===== config.mk =====
export PLATFORM = sky130hd
export DESIGN_NAME = oisc8_fetch_flat
export DESIGN_NICKNAME = d
export VERILOG_FILES = /design/src/rtl/oisc8_fetch_if.sv /design/src/rtl/oisc8_fetch.sv /design/src/flat_wrapper.sv
export SDC_FILE = /design/constraint.sdc
export NUM_CORES = 1
export LEC_CHECK = 0
export CORE_UTILIZATION = 51
export DETAILED_ROUTE_END_ITERATION = 12
export GPL_TIMING_DRIVEN = 1
export PLACE_DENSITY = 0.79
export SLEW_MARGIN = 10
export SYNTH_ARGS = -nofsm -noshare
export SYNTH_HDL_FRONTEND = slang
export SYNTH_SLANG_ARGS = --single-unit

===== constraint.sdc =====
create_clock -name clk -period 4.47 [get_ports clk]
set_clock_uncertainty 0.15 [all_clocks]
set_input_delay 0.447 -clock clk [delete_from_list [all_inputs] [get_ports clk]]
set_output_delay 0.447 -clock clk [all_outputs]
set_load 0.005 [all_outputs]

===== src/rtl/oisc8_fetch_if.sv =====
// Signal bundle between the OISC8 fetch stage, instruction memory and the IBus.
// master = fetch stage, slave = the memory/bus side that feeds it.
interface oisc8_fetch_if #(
    parameter int PC_WIDTH = 16
);
    logic                imem_req;
    logic [PC_WIDTH-1:0] imem_addr;
    logic                imem_valid;
    logic [12:0]         imem_rdata;
    logic                stall;
    logic [7:0]          bus_data;
    logic [12:0]         instr;
    logic                instr_valid;
    logic [15:0]         brpt;

    modport master (
        output imem_req, imem_addr, instr, instr_valid, brpt,
        input  imem_valid, imem_rdata, stall, bus_data
    );

    modport slave (
        input  imem_req, imem_addr, instr, instr_valid, brpt,
        output imem_valid, imem_rdata, stall, bus_data
    );
endinterface


===== src/rtl/oisc8_fetch.sv =====
// OISC8 fetch/sequencer: PC, in-order imem requests, prefetch FIFO, BRPT0/BRPT1/BRZ handling.
// Optional performance counters (bubble_cnt, branch_cnt) are built when OISC8_FETCH_PERF_EN is defined.
module oisc8_fetch #(
    parameter int                  PC_WIDTH        = 16,
    parameter logic [PC_WIDTH-1:0] RESET_PC        = '0,
    parameter int                  MAX_OUTSTANDING = 2
) (
    input  logic          clk,
    input  logic          rst,
`ifdef OISC8_FETCH_PERF_EN
    output logic [15:0]   bubble_cnt,
    output logic [15:0]   branch_cnt,
`endif
    oisc8_fetch_if.master bus
);

    localparam int          OW        = $clog2(MAX_OUTSTANDING + 1);
    localparam int          DW        = $clog2(2 * MAX_OUTSTANDING + 1);
    localparam int          PW        = (MAX_OUTSTANDING > 1) ? $clog2(MAX_OUTSTANDING) : 1;
    localparam logic [12:0] BUBBLE    = 13'h0F00;
    localparam logic [3:0]  DST_BRPT0 = 4'h2;
    localparam logic [3:0]  DST_BRPT1 = 4'h3;
    localparam logic [3:0]  DST_BRZ   = 4'h4;

    logic [PC_WIDTH-1:0] pc_q, pc_d;
    logic [12:0]         fifo_q [MAX_OUTSTANDING];
    logic [PW-1:0]       rd_ptr_q, rd_ptr_d;
    logic [PW-1:0]       wr_ptr_q, wr_ptr_d;
    logic [OW-1:0]       count_q, count_d;
    logic [OW-1:0]       inflight_q, inflight_d;
    logic [DW-1:0]       discard_q, discard_d;
    logic [15:0]         brpt_q, brpt_d;

    logic [12:0] head;
    logic        head_imm;
    logic [3:0]  head_dst;
    logic [7:0]  head_src;
    logic [7:0]  operand;
    logic        valid;
    logic        retire;
    logic        taken;
    logic        req;
    logic        drop;
    logic        accept;
    logic        push;
    logic        pop;
    logic [OW:0] slots;

    function automatic logic [PW-1:0] ptr_inc(input logic [PW-1:0] p);
        return (p == PW'(MAX_OUTSTANDING - 1)) ? '0 : p + PW'(1);
    endfunction

    always_comb begin
        head                         = fifo_q[rd_ptr_q];
        {head_imm, head_dst, head_src} = head;
        valid                        = (count_q != '0);
        retire                       = valid && !bus.stall;
        operand                      = head_imm ? head_src : bus.bus_data;
        taken                        = retire && (head_dst == DST_BRZ) && (operand == 8'h00);
        // A head retiring this cycle frees its slot, so 1-cycle memory streams without bubbles.
        slots                        = (OW+1)'(count_q) + (OW+1)'(inflight_q) - (OW+1)'(retire);
        req                          = !rst && (slots < (OW+1)'(MAX_OUTSTANDING));
        drop                         = bus.imem_valid && (discard_q != '0);
        accept                       = bus.imem_valid && (discard_q == '0);
        push                         = accept && !taken;
        pop                          = retire && !taken;
    end

    always_comb begin
        pc_d       = req ? pc_q + PC_WIDTH'(1) : pc_q;
        rd_ptr_d   = pop ? ptr_inc(rd_ptr_q) : rd_ptr_q;
        wr_ptr_d   = push ? ptr_inc(wr_ptr_q) : wr_ptr_q;
        count_d    = count_q + OW'(push) - OW'(pop);
        inflight_d = inflight_q + OW'(req) - OW'(accept);
        discard_d  = discard_q - DW'(drop);
        brpt_d     = brpt_q;
        if (retire && (head_dst == DST_BRPT0)) begin
            brpt_d[7:0] = operand;
        end
        if (retire && (head_dst == DST_BRPT1)) begin
            brpt_d[15:8] = operand;
        end
        // Taken branch: everything still owed by memory, including this cycle's request, is stale.
        if (taken) begin
            pc_d       = PC_WIDTH'(brpt_q);
            rd_ptr_d   = '0;
            wr_ptr_d   = '0;
            count_d    = '0;
            inflight_d = '0;
            discard_d  = discard_q - DW'(drop) + DW'(inflight_q) - DW'(accept) + DW'(req);
        end
    end

    always_ff @(posedge clk) begin
        if (rst) begin
            pc_q       <= RESET_PC;
            rd_ptr_q   <= '0;
            wr_ptr_q   <= '0;
            count_q    <= '0;
            inflight_q <= '0;
            discard_q  <= '0;
            brpt_q     <= '0;
        end else begin
            pc_q       <= pc_d;
            rd_ptr_q   <= rd_ptr_d;
            wr_ptr_q   <= wr_ptr_d;
            count_q    <= count_d;
            inflight_q <= inflight_d;
            discard_q  <= discard_d;
            brpt_q     <= brpt_d;
        end
    end

    always_ff @(posedge clk) begin
        if (!rst && push) begin
            fifo_q[wr_ptr_q] <= bus.imem_rdata;
        end
    end

    assign bus.imem_req    = req;
    assign bus.imem_addr   = pc_q;
    assign bus.instr       = valid ? head : BUBBLE;
    assign bus.instr_valid = valid;
    assign bus.brpt        = brpt_q;

`ifdef OISC8_FETCH_PERF_EN
    logic [15:0] bubble_cnt_q;
    logic [15:0] branch_cnt_q;

    always_ff @(posedge clk) begin
        if (rst) begin
            bubble_cnt_q <= '0;
            branch_cnt_q <= '0;
        end else begin
            if (!valid && (bubble_cnt_q != 16'hFFFF)) begin
                bubble_cnt_q <= bubble_cnt_q + 16'd1;
            end
            if (taken && (branch_cnt_q != 16'hFFFF)) begin
                branch_cnt_q <= branch_cnt_q + 16'd1;
            end
        end
    end

    assign bubble_cnt = bubble_cnt_q;
    assign branch_cnt = branch_cnt_q;
`endif

`ifndef SYNTHESIS
    a_resp_expected: assert property (@(posedge clk) disable iff (rst)
        bus.imem_valid |-> ((inflight_q != '0) || (discard_q != '0)));
    a_no_overflow: assert property (@(posedge clk) disable iff (rst)
        (push && !pop) |-> (count_q != OW'(MAX_OUTSTANDING)));
`endif

endmodule


===== src/flat_wrapper.sv =====
// flat-port wrapper written by rule: the top's interface ports become plain ports
module oisc8_fetch_flat 
#(
    parameter int                  PC_WIDTH        = 16,
    parameter logic [PC_WIDTH-1:0] RESET_PC        = '0,
    parameter int                  MAX_OUTSTANDING = 2
)
  (clk, rst, bus_imem_req, bus_imem_addr, bus_instr, bus_instr_valid, bus_brpt, bus_imem_valid, bus_imem_rdata, bus_stall, bus_bus_data);
  oisc8_fetch_if #(.PC_WIDTH(PC_WIDTH)) bus_i ();
  input  logic clk;
  input  logic rst;
  output wire logic [$bits(bus_i.imem_req)-1:0] bus_imem_req;
  output wire logic [$bits(bus_i.imem_addr)-1:0] bus_imem_addr;
  output wire logic [$bits(bus_i.instr)-1:0] bus_instr;
  output wire logic [$bits(bus_i.instr_valid)-1:0] bus_instr_valid;
  output wire logic [$bits(bus_i.brpt)-1:0] bus_brpt;
  input wire logic [$bits(bus_i.imem_valid)-1:0] bus_imem_valid;
  input wire logic [$bits(bus_i.imem_rdata)-1:0] bus_imem_rdata;
  input wire logic [$bits(bus_i.stall)-1:0] bus_stall;
  input wire logic [$bits(bus_i.bus_data)-1:0] bus_bus_data;
  assign bus_imem_req = bus_i.imem_req;
  assign bus_imem_addr = bus_i.imem_addr;
  assign bus_instr = bus_i.instr;
  assign bus_instr_valid = bus_i.instr_valid;
  assign bus_brpt = bus_i.brpt;
  assign bus_i.imem_valid = bus_imem_valid;
  assign bus_i.imem_rdata = bus_imem_rdata;
  assign bus_i.stall = bus_stall;
  assign bus_i.bus_data = bus_bus_data;
  oisc8_fetch #(.PC_WIDTH(PC_WIDTH), .RESET_PC(RESET_PC), .MAX_OUTSTANDING(MAX_OUTSTANDING)) u_core (.clk(clk), .rst(rst), .bus(bus_i));
endmodule

==> impl_metrics.yaml <==
logic_synthesis:
  avgSynthCellArea_um2: 10.7
  synth_top_area_share_pct: 23.9
  synth-edff-count: 26
  synth_compound_gate_area_share_pct: 5.80
  synthTopCellsByArea: "dfxtp_1 24%, edfxtp_1 22%, mux2i_1 15%, xnor2_1 4.5%, ha_1 3.9%"
  ys.flop_type: "dfxtp_1"
  ys_seq_area_share_pct: 46.1
  netlist_top_cells_count: "52 x mux2i_1, 42 x dfxtp_1, 35 x nor2_1, 26 x edfxtp_1, 19 x nor4_1"
  async_flop_share_pct: 0
  synth_xor_area_share_pct: 5.98
  synth_most_common_cell: "mux2i_1"
  yosys_register_bits: 68
  yosysTopAreaCell: "dfxtp_1"
  synthMuxAreaShare_pct: 14.8
  yosys.area_share.adder_pct: 5.62
  syn_nets: 367
  syn_inst: 328
  synthesis.area_um2: 3520
  ys_types: 37
  yosysWarnings: 0
  yosys.area_share.simple_pct: 16.4
  synth_top_family_by_area: "simple AND/OR/NAND/NOR gates"
power:
  power_density_nw_per_um2: 473
  static-leakage-power_nw: 1.67
  finalPower_w: 0.00213
  vdd_drop_max_mv: 0.284
setup_path:
  critPathMaxFanout: 7
  worstSetupPathType: "input port to primary output"
  start_kind: "input port"
  critPathArrivalTime_ns: 3.22
  rrSetupSlack_ns: 0.86
  endpoint_kind: "primary output"
  cp.required_ns: 3.87
  r2r.worst_path.cells: 14
  r2r-end: "u_core.discard_q[2]"
  worstReg2RegStart: "u_core.count_q[0]"
finish:
  syn2layout_area_growth_pct: 28.2
  layout.nets: 440
  drive_above_1_share_pct: 7.88
  diodes: 0
  final_util_pct: 69.4
cts:
  cts_buffer_depth: 2
  cts_setup_buffers: 0
  clock-sinks: 68
  cts_buffers: 9
  clk-insertion-delay-late_ns: 0.35
  ctsResizeCount: 0
  tritoncts: "done"
  clk_pin_slew_ns: 0.08
  cts_hold_buffers: 0
  root_buffer: "clkbuf_8"
  h-tree-depth: 3
worst_hold_path:
  min_from: "u_core.bus.brpt[1]"
  hp-class: "flop to flop"
  min_to: "u_core.bus.brpt[1]"
  hold_depth: 2
placement:
  place_hpwl_um: 5820
  gp_congestion: 0.830
  place.port_buffers: 71
timing:
  setup_violations: 0
  tightest_slew_ns: 0.946
  slew_headroom_pct: 36.4
  tns_ns: 0
  hold_viol: 0
  fmax_mhz: 262
  rsz0062_at_grt: "false"
  slew_viol_final: 0
  fin_crit_sh_pct: 85.4
  period_needed_ns: 3.82
job:
  cap_violations: 0
run_status:
  status: "complete, no violations"
global_route:
  grt_pass1_wl_um: 12900
  gr-total-overflow: 0
  track_usage_pct: 23.2
  first_global_vias: 2647
  antenna_found_initial: 0
  grt_max_degree: 45
floorplanning:
  start_util_pct: 54.2
  io_pins: 72
  dieArea_um2: 7230
  die_height_um: 85.0
  core_um2: 6490
  rows: 29
  die_x_um: 85.0
drt:
  ant_nets: 0
  totalWireLength_um: 8040
  drt_iter0_markers: 128
  routed_via_density: 5.68
  via_count: 2742
  drc_errors: 0
  wl_per_cell_um: 16.7
  first_pass_iters: 4
## how the worst max path moves through the flow
stage	depth (start not counted)	slack, ns	start	to
6_report	9	0.65	bus_stall	bus_imem_req
3_5_place_dp	13	0.43	bus_stall	u_core.discard_q[2]
3_3_place_gp	13	0.56	bus_stall	u_core.discard_q[2]
2_1_floorplan	13	1.09	u_core.count_q[0]	u_core.discard_q[2]
5_1_grt	10	0.46	u_core.count_q[0]	bus_imem_req
4_1_cts	9	0.64	bus_stall	bus_imem_req
## worst max-delay path: stages
cell and delay [ns]:
clkdlybuf4s50_1 0.47, nor2_1 0.20, ha_1 0.25, nand2b_1 0.16, fa_1 0.39, xor2_1 0.43
nand2_1 0.15, inv_1 0.19, clkdlybuf4s50_1 0.53
## cell families (layout without fill, tap and decap cells)
kind of cell | count (synthesis) | count (layout)
buffers and inverters | 37 | 115
AND/OR/NAND/NOR | 108 | 108
flip-flops | 68 | 68
XOR/XNOR | 24 | 24
AO/OA/AOI/OAI | 25 | 25
adder cells (fa/ha/maj) | 14 | 14
multiplexers | 52 | 52
## per-stage QoR
stage               std cells  cell area [um^2]  hold WS (ns)  setup slack [ns]
CTS                       483              4510         0.391             0.644
global placement          467              4290         0.359             0.561
global route              483              4510         0.422             0.456
detailed placement        467              4290         0.372             0.434
finish                    483              4510         0.390             0.655
floorplan                 328              3520         0.358              1.09
## layout by cell type (no fill, tap or decap), types with 3 or more instances in the layout
| cell type | instances |
|---|---|
| a211oi_1 | 16 |
| and3_1 | 7 |
| and4_1 | 3 |
| buf_4 | 10 |
| clkbuf_8 | 9 |
| clkdlybuf4s50_1 | 71 |
| dfxtp_1 | 42 |
| edfxtp_1 | 26 |
| fa_1 | 3 |
| ha_1 | 11 |
| inv_1 | 18 |
| mux2i_1 | 52 |
| nand2_1 | 10 |
| nand3_1 | 6 |
| nand4_1 | 5 |
| nor2_1 | 35 |
| nor2b_1 | 4 |
| nor3_1 | 9 |
| nor4_1 | 18 |
| xnor2_1 | 18 |
| xor2_1 | 6 |
## area by class of cell
class                   instances  area, um^2
clock buffers                   9         124
clock inverters                 7        98.8
fillers                       503        1980
inverters                      18        67.6
multi-input cells             223        1720
flip-flops and latches         68        1620
well taps                      77        96.3
repair buffers                 81         786
## registers in the layout (all words and copies together), names as in the netlist, named ones only
| name | flops |
|---|---|
| u_core.rd_ptr_q | 1 |
| u_core.bus.imem_addr | 16 |
| u_core.wr_ptr_q | 1 |
| u_core.fifo_q | 26 |
| u_core.count_q | 2 |
| u_core.discard_q | 3 |
| u_core.bus.brpt | 16 |
| u_core.inflight_q | 2 |
## per-layer routing
layer | up-vias | global-route usage, % | part of all wire (%) | routed length, um
met4 | 0 | 7.24 | 1.2 | 95
met2 | 84 | 39.7 | 50 | 4060
met1 | 1307 | 29.1 | 43 | 3470
met5 | - | 0 | 0 | 0
li1 | 1342 | - | - | -
met3 | 9 | 5.74 | 5.2 | 419
## where the power goes
group,internal (W),total [W],switching (W)
clock network,0.000318,0.000575,0.000257
logic,0.000388,0.000786,0.000397
registers,0.000713,0.000773,0.0000605
Note: power is estimated with default switching activity, not from simulation.
